### src/rtl/queue_button_conditioner.sv
// Two-channel push-button conditioner: 2-flop sync, debounce, entry/exit interlock, pulses.
// Optional stuck-press detection is built when QBC_STUCK_DETECT_EN is defined.
//
// state        | meaning
// IDLE         | button released and accepted as released
// ARM_PRESS    | s2 high, counting toward an accepted press
// PRESSED      | press accepted, level high
// ARM_RELEASE  | s2 low while pressed, counting toward an accepted release
// STUCK        | (QBC_STUCK_DETECT_EN) held too long, waiting for a debounced release
module queue_button_conditioner #(
   parameter int unsigned DEBOUNCE_CYCLES = 100000,
   parameter int unsigned CNT_W           = 17,
   parameter int unsigned STUCK_CYCLES    = 50000000,
   parameter int unsigned HOLD_W          = 26
) (
   input  logic clk_in,
   input  logic reset,
   input  logic btn_in_raw,
   input  logic btn_out_raw,
   output logic in_level,
   output logic out_level,
   output logic in_pulse,
   output logic out_pulse,
   output logic busy,
   output logic in_stuck,
   output logic out_stuck
);

   typedef enum logic [2:0] {
      IDLE,
      ARM_PRESS,
      PRESSED,
      ARM_RELEASE
`ifdef QBC_STUCK_DETECT_EN
      , STUCK
`endif
   } state_t;

   localparam logic [CNT_W-1:0] DB_LAST = CNT_W'(DEBOUNCE_CYCLES - 1);

   // Channel index 0 is entry, 1 is exit.
   logic [1:0]       s1_q, s1_d, s2_q, s2_d;
   state_t           state_q [2];
   state_t           state_d [2];
   logic [CNT_W-1:0] cnt_q   [2];
   logic [CNT_W-1:0] cnt_d   [2];
   logic [1:0]       level_q, level_d;
   logic [1:0]       pulse_q, pulse_d;
   logic             busy_q, busy_d;

   logic [1:0]       hold_ch;
   logic [1:0]       term;
   logic [1:0]       accept;

`ifdef QBC_STUCK_DETECT_EN
   localparam logic [HOLD_W-1:0] HOLD_LAST = HOLD_W'(STUCK_CYCLES - 1);
   logic [HOLD_W-1:0] hold_q [2];
   logic [HOLD_W-1:0] hold_d [2];
   logic [1:0]        rel_q, rel_d;
   logic [1:0]        stuck_q, stuck_d;
`endif

   always_ff @(posedge clk_in or posedge reset) begin
      if (reset) begin
         s1_q    <= '0;
         s2_q    <= '0;
         level_q <= '0;
         pulse_q <= '0;
         busy_q  <= 1'b0;
         for (int i = 0; i < 2; i++) begin
            state_q[i] <= IDLE;
            cnt_q[i]   <= '0;
`ifdef QBC_STUCK_DETECT_EN
            hold_q[i]  <= '0;
`endif
         end
`ifdef QBC_STUCK_DETECT_EN
         rel_q   <= '0;
         stuck_q <= '0;
`endif
      end else begin
         s1_q    <= s1_d;
         s2_q    <= s2_d;
         level_q <= level_d;
         pulse_q <= pulse_d;
         busy_q  <= busy_d;
         for (int i = 0; i < 2; i++) begin
            state_q[i] <= state_d[i];
            cnt_q[i]   <= cnt_d[i];
`ifdef QBC_STUCK_DETECT_EN
            hold_q[i]  <= hold_d[i];
`endif
         end
`ifdef QBC_STUCK_DETECT_EN
         rel_q   <= rel_d;
         stuck_q <= stuck_d;
`endif
      end
   end

   // Arbitration: a channel holding the pressed level blocks the other; entry wins a tie.
   always_comb begin
      s1_d = {btn_out_raw, btn_in_raw};
      s2_d = s1_q;
      for (int i = 0; i < 2; i++) begin
         hold_ch[i] = (state_q[i] == PRESSED) || (state_q[i] == ARM_RELEASE);
         term[i]    = (state_q[i] == ARM_PRESS) && s2_q[i] && (cnt_q[i] == DB_LAST);
      end
      accept[0] = term[0] && !hold_ch[1];
      accept[1] = term[1] && !hold_ch[0] && !accept[0];
   end

   always_comb begin
      for (int i = 0; i < 2; i++) begin
         state_d[i] = state_q[i];
         cnt_d[i]   = cnt_q[i];
`ifdef QBC_STUCK_DETECT_EN
         hold_d[i]  = hold_q[i];
         rel_d[i]   = rel_q[i];
`endif
         case (state_q[i])
            IDLE: begin
               if (s2_q[i] && !hold_ch[i ^ 1]) begin
                  state_d[i] = ARM_PRESS;
                  cnt_d[i]   = '0;
               end
            end
            ARM_PRESS: begin
               if (!s2_q[i]) begin
                  state_d[i] = IDLE;
               end else if (cnt_q[i] == DB_LAST) begin
                  // A press losing arbitration drops back and re-arms once unblocked.
                  state_d[i] = accept[i] ? PRESSED : IDLE;
               end else begin
                  cnt_d[i] = cnt_q[i] + 1'b1;
               end
            end
            PRESSED: begin
               if (!s2_q[i]) begin
                  state_d[i] = ARM_RELEASE;
                  cnt_d[i]   = '0;
               end
            end
            ARM_RELEASE: begin
               if (s2_q[i]) begin
                  state_d[i] = PRESSED;
               end else if (cnt_q[i] == DB_LAST) begin
                  state_d[i] = IDLE;
               end else begin
                  cnt_d[i] = cnt_q[i] + 1'b1;
               end
            end
`ifdef QBC_STUCK_DETECT_EN
            // rel marks that a low s2 has been seen, so the release count lines up with ARM_RELEASE.
            STUCK: begin
               if (s2_q[i]) begin
                  cnt_d[i] = '0;
                  rel_d[i] = 1'b0;
               end else if (!rel_q[i]) begin
                  cnt_d[i] = '0;
                  rel_d[i] = 1'b1;
               end else if (cnt_q[i] == DB_LAST) begin
                  state_d[i] = IDLE;
               end else begin
                  cnt_d[i] = cnt_q[i] + 1'b1;
               end
            end
`endif
            default: state_d[i] = IDLE;
         endcase
`ifdef QBC_STUCK_DETECT_EN
         // Hold time spans bounces inside a press; only a fresh acceptance clears it.
         if (accept[i]) begin
            hold_d[i] = '0;
         end else if (hold_ch[i]) begin
            if (hold_q[i] == HOLD_LAST) begin
               state_d[i] = STUCK;
               cnt_d[i]   = '0;
               rel_d[i]   = 1'b0;
            end else begin
               hold_d[i] = hold_q[i] + 1'b1;
            end
         end
`endif
      end
   end

   always_comb begin
      for (int i = 0; i < 2; i++) begin
         level_d[i] = (state_d[i] == PRESSED) || (state_d[i] == ARM_RELEASE);
         pulse_d[i] = accept[i];
`ifdef QBC_STUCK_DETECT_EN
         stuck_d[i] = (state_d[i] == STUCK);
`endif
      end
      busy_d = (state_q[0] != IDLE) || (state_q[1] != IDLE);
   end

   assign in_level  = level_q[0];
   assign out_level = level_q[1];
   assign in_pulse  = pulse_q[0];
   assign out_pulse = pulse_q[1];
   assign busy      = busy_q;
`ifdef QBC_STUCK_DETECT_EN
   assign in_stuck  = stuck_q[0];
   assign out_stuck = stuck_q[1];
`else
   assign in_stuck  = 1'b0;
   assign out_stuck = 1'b0;
`endif

endmodule

### config.mk
export PLATFORM = sky130hd
export DESIGN_NAME = queue_button_conditioner
export DESIGN_NICKNAME = d
export VERILOG_FILES = /design/src/rtl/queue_button_conditioner.sv
export SDC_FILE = /design/constraint.sdc
export NUM_CORES = 1
export LEC_CHECK = 0
export CORE_MARGIN = 4
export CORE_UTILIZATION = 64
export CTS_BUF_LIST = sky130_fd_sc_hd__clkbuf_4 sky130_fd_sc_hd__clkbuf_8 sky130_fd_sc_hd__clkbuf_16
export CTS_CLUSTER_DIAMETER = 40
export DETAILED_ROUTE_END_ITERATION = 10
export GPL_TIMING_DRIVEN = 0
export MAX_ROUTING_LAYER = met4
export PLACE_DENSITY = 0.84
export SLEW_MARGIN = 30
export SYNTH_ARGS = -nofsm -noshare
export SYNTH_HDL_FRONTEND = slang
export SYNTH_SLANG_ARGS = --single-unit
### constraint.sdc
create_clock -name clk_in -period 5.6 [get_ports clk_in]
set_clock_uncertainty 0.2 [all_clocks]
set_input_delay 0.56 -clock clk_in [delete_from_list [all_inputs] [get_ports clk_in]]
set_output_delay 0.56 -clock clk_in [all_outputs]
set_load 0.05 [all_outputs]
[Word-level counts from Yosys, hierarchy flattened]
Cells that the tools add are included.
Storage, ports and cells
  memory bits (writable): 0
  memories: 0
  bits in latches: 0
  output and inout port bits: 7
  bits in read-only memories: 0
  input bits: 4
  register bits after elaboration: 49
Cells by class
  div/mod/pow operators: 0
  bitwise logic cells: 0
  muxes and demuxes: 28
  add/sub/neg operators: 2
  reductions and logical operators: 25
  eq/ne operators: 20
  shifts and indexed selects: 0
  order comparisons: 0
  $mul: 0
Operator list (number)
  2-to-1 mux 17 bit: 10
  case mux 17 bit (4 select lines): 2
  2-to-1 mux 3 bit: 12
  adder 17 x 1 -> 17 bit, second input constant: 2
  == test 17 bit, second input constant: 2
  == test 3 x 2 -> 1 bit, second input constant: 8
  case mux 3 bit (4 select lines): 2
  != test 2 bit, second input constant: 8
  AND reduction 5 bit: 2
  logical AND 1 bit: 9
  nonzero test 4 bit: 2
  == test 3 x 1 -> 1 bit, second input constant: 2
  zero test 3 bit: 2
  nonzero test 3 bit: 2
  logical OR 1 bit: 5
  2-to-1 mux 2 bit: 2
  zero test 1 bit: 3

[Depth between registers and ports, before layout]
Gate-level depths: netlist of the first run.
  word-level depth: 12
  depth in mapped cells: 9
  mapped depth without buffers: 7

[Worst setup path before layout of the first run]
OpenSTA, ideal clock, no wires.
  path type: reg-to-reg
  from: reg cnt_q[29] (netlist bit)
  to: reg level_q[1]
  clock period less this slack: 2.173 ns
  slack: 3.427 ns
  stages on the path, launching flop included: 6
  arrival: 1.855 ns
  setup time: 0.118 ns
  path through: dfrtp_1 > or4b_4 > nor4_4 > nor4b_4 > nor3_2 > a21o_1
On the way
  word-level cells in the longest chain between the ends: 11
  elaborated cells on any way between the ends: 12
RTL lines
  from (decl): line 45  | logic [CNT_W-1:0] cnt_q [2];
  from (signal, indexed assignment): line 89  | cnt_q[i] <= cnt_d[i];
  == test 17 bit *: line 107  | term[i] = (state_q[i] == ARM_PRESS) && s2_q[i] && (cnt_q[i] == DB_LAST);
  logical AND 1 bit *: line 107
  logical AND 1 bit *: line 109  | accept[0] = term[0] && !hold_ch[1];
  via accept[0]: line 53  | logic [1:0] accept;
  zero test 1 bit *: line 110  | accept[1] = term[1] && !hold_ch[0] && !accept[0];
  logical AND 1 bit *: line 110
  via accept[1]: line 53
  2-to-1 mux 2 bit *: line 133  | state_d[i] = accept[i] ? PRESSED : IDLE;
  2-to-1 mux 3 bit *: line 131  | end else if (cnt_q[i] == DB_LAST) begin
  2-to-1 mux 3 bit *: line 129  | if (!s2_q[i]) begin
  case mux 3 bit (4 select lines) *: line 121  | case (state_q[i])
  == test 3 x 2 -> 1 bit: line 190  | level_d[i] = (state_d[i] == PRESSED) || (state_d[i] == ARM_RELEASE);
  logical OR 1 bit *: line 190
  via level_d[1]: line 47  | logic [1:0] level_q, level_d;
  to (signal assigned): line 84  | level_q <= level_d;
  to (decl): line 47
Mark *: on every way through the listed nets, which the timed path passes. The rest lies on a longest branch.
A chain may end at the register's enable or synchronous reset.

[Final worst setup path of the first run]
  from: reg state_q[3] (netlist bit)
  to: reg cnt_q[31] (netlist bit)
On the way
  word-level cells in the longest chain between the ends: 3
  elaborated cells on any way between the ends: 11
RTL lines
  from (decl): line 43  | state_t state_q [2];
  from (signal, indexed assignment): line 88  | state_q[i] <= state_d[i];
  == test 3 x 2 -> 1 bit, or another cell as far along: line 121
  nonzero test 4 bit (no source line) or != test 2 bit (tied branches)
  AND reduction 5 bit (no source line)
Several ways; a longest one is shown, not always the timed one.

==> run summary, run 1 <==
=====================================================================================
Run status ............................................................. finished clean
Slack of the worst reg-to-reg path .....................................      3.13 ns
Cell type with the highest aggregate area in the netlist ............... sky130_fd_sc_hd__dfrtp_1
Count of buffers inserted at the top-level ports .......................            8
Crit-path leading delay family ......................................... compound AO/OA/AOI/OAI gates
Total Die Area .........................................................    5050 um^2
# IOs ..................................................................           11
Share of post-route cells with drive strength above 1 ..................        9.64%
Layout area overhead ...................................................        11.3%
Post-CTS Setup Inserts .................................................            0
Worst setup path category ..............................................   reg -> reg
Reg-to-Reg End .........................................................    cnt_q[31]
Max-slew violation count ...............................................            0
Worst hold start .......................................................      s1_q[0]
Htree depth ............................................................            2
Final Hold Viols .......................................................            0
Diodes inserted ........................................................            0
Max-cap violations .....................................................            0
Worst max-slew margin expressed relative to the limit ..................        43.8%
Worst Path Required ....................................................      5.58 ns
Type of element launching the critical path ............................     register
Drt total wl ...........................................................      5000 um
Hold-fix buffer count after cts ........................................            0
Vias in the first global route .........................................         1865
Vias per cell ..........................................................         6.06
Core region area .......................................................    3740 um^2
Endpoint kind of the worst setup timing path ...........................     register
Maximum count of clock buffers along a single path .....................            2
Maximum cell stage delay along the critical path .......................      0.71 ns
Time the final worst path needs with I/O delays and setup ..............      2.47 ns
Beginning of the worst register-to-register path .......................   state_q[3]
Clock-pin transition on the worst setup and hold timing paths ..........      0.10 ns
Router iterations before antenna repair ................................            4
Wire length of the first global-routing pass ...........................      8600 um
Launch point of the critical path ......................................   state_q[3]
Share of the clock period used by the worst path after layout ..........        44.0%
Slew at the pin with the worst max-slew slack ..........................     0.838 ns
Floorplan row count ....................................................           22
Number of synthesized register bits ....................................           49
Height of the die ......................................................      71.1 um
Die width ..............................................................      71.1 um
Worst voltage drop across the vdd grid .................................     0.161 mV
Critical-path maximum fanout ...........................................           10
Most used cells in the layout excluding fill and tap cells ............. 49 x sky130_fd_sc_hd__dfrtp_1, 27 x sky130_fd_sc_hd__nor2_1, 20 x sky130_fd_sc_hd__nand2_1
Maximum clock frequency ................................................    0.405 GHz
Endpoint of the worst hold-timing path .................................      s2_q[0]
Cell area after synthesis ..............................................    2550 um^2
Clock Sinks ............................................................           49
Yosys warns ............................................................            0
Gates resized, CTS repair ..............................................            0
Clock insertion delay at the later pin of the skew report ..............      0.31 ns
Buf+Inv Stages, Crit Path ..............................................            2
Cell depth of the worst hold path ......................................            0
Asr flop ratio synth ...................................................         100%
Standard cell with the maximum stage delay on the critical path ........ sky130_fd_sc_hd__a311oi_1
Top area cells in the synthesized netlist .............................. sky130_fd_sc_hd__dfrtp_1 48%, sky130_fd_sc_hd__nor2_1 4.0%, sky130_fd_sc_hd__xor2_1 3.8%, sky130_fd_sc_hd__nand4_1 3.4%, sky130_fd_sc_hd__nand2_1 2.9%
Final HPWL from detailed placement .....................................      3380 um
Clock root buffer ...................................................... sky130_fd_sc_hd__clkbuf_8
Gr usage total .........................................................        21.8%
Most frequent standard cell in the layout excluding fill and tap cells . sky130_fd_sc_hd__dfrtp_1
Total clock buffers created by CTS .....................................            5
Power density over the cells ...........................................  247 nW/um^2
Proportion of netlist area held by the largest area contributor ........        48.2%
Total via count in the routed design ...................................         1987
Leakage power ..........................................................      1.23 nW
RSZ-0062 raised after global routing ...................................           no
CTS tree ...............................................................        built
Per-cell routed wire length ............................................      15.2 um
Antenna violations before repair .......................................            0
Setup violators final ..................................................            0
Cells along the critical path .......................................... clkbuf_1, inv_1, a311oi_1, nand4_1, xor2_1, nor2_1
Final-layout worst hold slack ..........................................     0.159 ns
Critical Path AT .......................................................      2.44 ns
Most used DFF post-synth ............................................... sky130_fd_sc_hd__dfrtp_1
Number of instances in the synthesized netlist .........................          261
EDFF count, synth ......................................................            0
Starting Density .......................................................        68.0%
Share of synthesized area occupied by flip-flops and latches ...........        48.2%
Worst Hold Class .......................................................   reg -> reg
Overflow left after global routing .....................................            0
Net count reported at finish ...........................................          285
Routability congestion estimate ........................................        0.936
Setup TNS ..............................................................         0 ns
Remaining antenna violation count after routing ........................            0
Average cell area after synthesis ......................................    9.76 um^2
Post-synthesis cell type count .........................................           46
Drc violations .........................................................            0
Maximum number of pins on one net before global-route repair ...........           50
DRC violation total after the first TritonRoute iteration ..............          191
Number of cell instances on the worst register-to-register path ........            6
=====================================================================================
per-layer routing:
layer / GRT usage (%) / wire [um] / up-vias
li1: - / - / 957
met5: - / 0 / -
met2: 29.8 / 2220 / 57
met4: 9.19 / 74 / 0
met3: 4.12 / 267 / 9
met1: 31.7 / 2440 / 964
through the flow:
step                setup WS, ns  area [um^2]  std cells  total power [W]  util (%)
floorplan                   3.43         2560        264         0.000396         -
global placement            2.78         2700        320         0.000406      72.1
detailed placement          3.23         2700        320         0.000407      72.1
CTS                         3.21         2830        328         0.000700      75.7
global route                2.91         2830        328         0.000723      75.7
finish                      3.13         2830        328         0.000699      75.7
final cells by class:
type	count	area, um^2
well taps	48	60.1
plain buffers	15	71.3
multi-input cells	188	1210
repair buffers	8	80.1
fillers	267	910
inverters	12	47.5
clock buffers	5	68.8
flip-flops and latches	49	1230
clock inverters	3	65.1
logic make-up after synthesis:
logic type,Yosys count,synth area share (%)
AO/OA/AOI/OAI,43,12.0
XOR/XNOR,19,6.54
adder cells (fa/ha/maj),2,0.983
buffers and inverters,27,4.57
flip-flops,49,48.2
multiplexers,1,0.442
other,1,0.147
AND/OR/NAND/NOR,119,27.2
synth_stat cells, types with 4 or more instances:
cell	instances
sky130_fd_sc_hd__a21oi_1	9
sky130_fd_sc_hd__and4_1	5
sky130_fd_sc_hd__dfrtp_1	49
sky130_fd_sc_hd__nor2_1	27
sky130_fd_sc_hd__clkbuf_1	9
sky130_fd_sc_hd__nand2_1	20
sky130_fd_sc_hd__nand3_1	13
sky130_fd_sc_hd__o21ai_0	13
sky130_fd_sc_hd__a21o_1	4
sky130_fd_sc_hd__nand4_1	14
sky130_fd_sc_hd__or3_1	7
sky130_fd_sc_hd__xnor2_1	8
sky130_fd_sc_hd__nor3_1	7
sky130_fd_sc_hd__and2_1	6
sky130_fd_sc_hd__inv_1	12
sky130_fd_sc_hd__xor2_1	11
worst max path at each step:
| stage | endpoint | slack [ns] | cells past startpoint |
|---|---|---|---|
| global placement | cnt_q[18] | 2.78 | 2 |
| finish | cnt_q[31] | 3.13 | 6 |
| detailed placement | cnt_q[31] | 3.23 | 6 |
| CTS | cnt_q[31] | 3.21 | 6 |
| floorplan | level_q[1] | 3.43 | 5 |
| global route | cnt_q[31] | 2.91 | 6 |
power breakdown:
group	switching (W)	leakage [nW]	internal (W)
Sequential	0.00000424	0.663	0.000358
Clock	0.000121	0.0681	0.000177
Combinational	0.0000274	0.494	0.0000105
Total	0.000153	1.23	0.000546
state kept, by name (all words and copies together), names as in the netlist:
register and count:
cnt_q 34, busy 1, level_q 2, s2_q 2
pulse_q 2, s1_q 2, state_q 6
Power figures use the tool's default switching activity.
==> run 2, diff against run 1 <==
CORE_UTILIZATION = 54   (was 64)
PLACE_DENSITY = 0.75   (was 0.84)
clock period = 2 ns   (was 5.6 ns; I/O delays follow)
==> run 2 against run 1 <==
The flow now finishes with violations (setup timing). Cell area up 21%. Fmax up 8.3%. Core utilization up 1.3 points. Global-route usage down 1.2 points. Sequential share of layout area down 7.2 points. Combinational power rose to 4.6 times the previous value. Cell count up 11%. Clock power up 150%. Hold slack worse by 0.057 ns. Total power rose to 2.8 times the previous value. Sequential power rose to 2.8 times the previous value.
==> run summary, run 2 (synthesis gave the netlist of run 1 again) <==
=====================================================================================
Vias per cell ..........................................................         5.96
Worst max-slew margin expressed relative to the limit ..................        60.8%
Gr usage total .........................................................        20.6%
Remaining antenna violation count after routing ........................            0
Worst setup path category ..............................................   reg -> reg
Max-cap violations .....................................................            0
Per-cell routed wire length ............................................      16.8 um
Setup violators final ..................................................           16
Maximum cell stage delay along the critical path .......................      0.56 ns
Type of element launching the critical path ............................     register
Antenna violations before repair .......................................            0
Hold-fix buffer count after cts ........................................            0
Share of the clock period used by the worst path after layout ..........         114%
Placed inst area .......................................................    2740 um^2
Floorplan row count ....................................................           24
Maximum number of pins on one net before global-route repair ...........           50
Final worst setup slack ................................................    -0.278 ns
Worst voltage drop across the vdd grid .................................     0.409 mV
Endpoint kind of the worst setup timing path ...........................     register
Run status ............................................................. complete, but fails checks
Failing checks ......................................................... setup timing
Registers with the highest flip-flop counts ............................ cnt_q (34), state_q (6)
Net count reported at finish ...........................................          318
DRC violation total after the first TritonRoute iteration ..............          184
Total clock buffers created by CTS .....................................            5
Number of flip-flops under the largest register name ...................           34
Power density over the cells ...........................................  565 nW/um^2
Layout Utilization .....................................................        77.0%
Clock root buffer ...................................................... sky130_fd_sc_hd__clkbuf_8
Clock Sinks ............................................................           49
Router iterations before antenna repair ................................            4
Total power after layout ...............................................    0.00193 W
Slew at the pin with the worst max-slew slack ..........................     0.587 ns
Most used cells in the layout excluding fill and tap cells ............. 42 x sky130_fd_sc_hd__dfrtp_1, 33 x sky130_fd_sc_hd__buf_4, 24 x sky130_fd_sc_hd__nor2_1
Register with the highest flop count ...................................        cnt_q
Routability congestion estimate ........................................        0.827
Worst Hold Class .......................................................  in -> async
Leakage power ..........................................................      1.47 nW
RSZ-0062 raised after global routing ...................................          yes
Time the final worst path needs with I/O delays and setup ..............      2.28 ns
Drt total wl ...........................................................      6130 um
Final HPWL from detailed placement .....................................      3330 um
Maximum count of clock buffers along a single path .....................            2
CTS tree ...............................................................        built
Overflow left after global routing .....................................            0
Standard cell with the maximum stage delay on the critical path ........ sky130_fd_sc_hd__or4b_4
Setup TNS ..............................................................     -2.49 ns
Wire length of the first global-routing pass ...........................      9530 um
Vias in the first global route .........................................         1985
Diodes inserted ........................................................            0
Height of the die ......................................................      76.7 um
Layout area overhead ...................................................        34.4%
Count of buffers inserted at the top-level ports .......................            8
Clock-pin transition on the worst setup and hold timing paths ..........      0.09 ns
Htree depth ............................................................            2
Die width ..............................................................      76.7 um
Worst slack at placement ...............................................    -0.426 ns
Total Die Area .........................................................    5880 um^2
Worst Path Required ....................................................      2.04 ns
Critical-path maximum fanout ...........................................            7
Max-slew violation count ...............................................            0
Drc violations .........................................................            0
Core region area .......................................................    4440 um^2
Starting Density .......................................................        57.3%
Maximum clock frequency ................................................    0.439 GHz
Critical Path AT .......................................................      2.31 ns
Cells along the critical path .......................................... or4b_4, nor4_4, buf_4, a21oi_4, a311oi_1, a41o_1
Most frequent standard cell in the layout excluding fill and tap cells . sky130_fd_sc_hd__dfrtp_1
Final Hold Viols .......................................................            0
Final standard cell area without fillers ...............................    3420 um^2
Share of post-route cells with drive strength above 1 ..................        33.5%
# IOs ..................................................................           11
Clock insertion delay at the later pin of the skew report ..............      0.31 ns
Number of cell instances on the worst register-to-register path ........            6
Total via count in the routed design ...................................         2177
=====================================================================================
## run 2: cell count changes in the layout (fill, tap and decap cells not counted), moves of 5 or more
cell                       previous run  this run
sky130_fd_sc_hd__buf_4                3        33
sky130_fd_sc_hd__o21ai_0             13         8
sky130_fd_sc_hd__dfrtp_2              0         7
sky130_fd_sc_hd__buf_6                0        11
sky130_fd_sc_hd__clkbuf_1             9         1
sky130_fd_sc_hd__nor3_1               7         2
sky130_fd_sc_hd__dfrtp_1             49        42
## run 2: repair_timing
| action | in CTS | in global routing |
|---|---|---|
| pin swaps | 11 | 20 |
| gates resized for setup | 32 | 41 |
| setup buffers | 14 | 25 |
| gates cloned | 0 | 1 |
| hold endpoints to repair | 0 | 0 |
| endpoints found under the setup margin | 36 | 38 |
## run 2: metal layers
layer / vias up / GRT usage [%] / part of all wire [%]
li1: 1034 / - / -
met4: 0 / 7.25 / 2.1
met1: 1062 / 29.0 / 46
met3: 14 / 3.51 / 5.4
met5: - / - / 0
met2: 67 / 30.0 / 47
## run 2: power by group
group | switching [W] | internal (W) | total [W]
Sequential | 0.0000183 | 0.00100 | 0.00102
Combinational | 0.0000978 | 0.0000762 | 0.000174
Clock | 0.000331 | 0.000407 | 0.000738
## run 2: cell type report
class / instances / area [um^2]
inverter: 12 / 50.0
sequential: 49 / 1230
clock inverter: 2 / 37.5
fill: 263 / 1020
clock buffer: 6 / 82.6
buffer: 10 / 104
tap: 52 / 65.1
multi-input combinational: 188 / 1440
timing repair buffer: 46 / 405
## run 2: final timing paths
path / start / end / slack, ns
max in group asynchronous: reset / state_q[3] / 1.05
max: cnt_q[30] / cnt_q[21] / -0.28
min reg2reg: s1_q[1] / s2_q[1] / 0.15
max reg2reg: cnt_q[30] / cnt_q[21] / -0.28
min in group clk_in: btn_in_raw / s1_q[0] / 0.12
min: reset / s1_q[0] / 0.10
## run 2: worst max-delay path: cells and delay by family (launching register included)
kind                   cells  cell delay, ns
AND/OR/NAND/NOR            2            0.83
AO/OA/AOI/OAI              3            0.59
flip-flops                 1            0.39
buffers and inverters      1            0.19
## run 2: through the flow
step	hold slack (ns)	cells
global route	0.128	365
floorplan	0.0314	264
CTS	0.115	343
finish	0.102	365
detailed placement	0.136	324
global placement	0.132	324
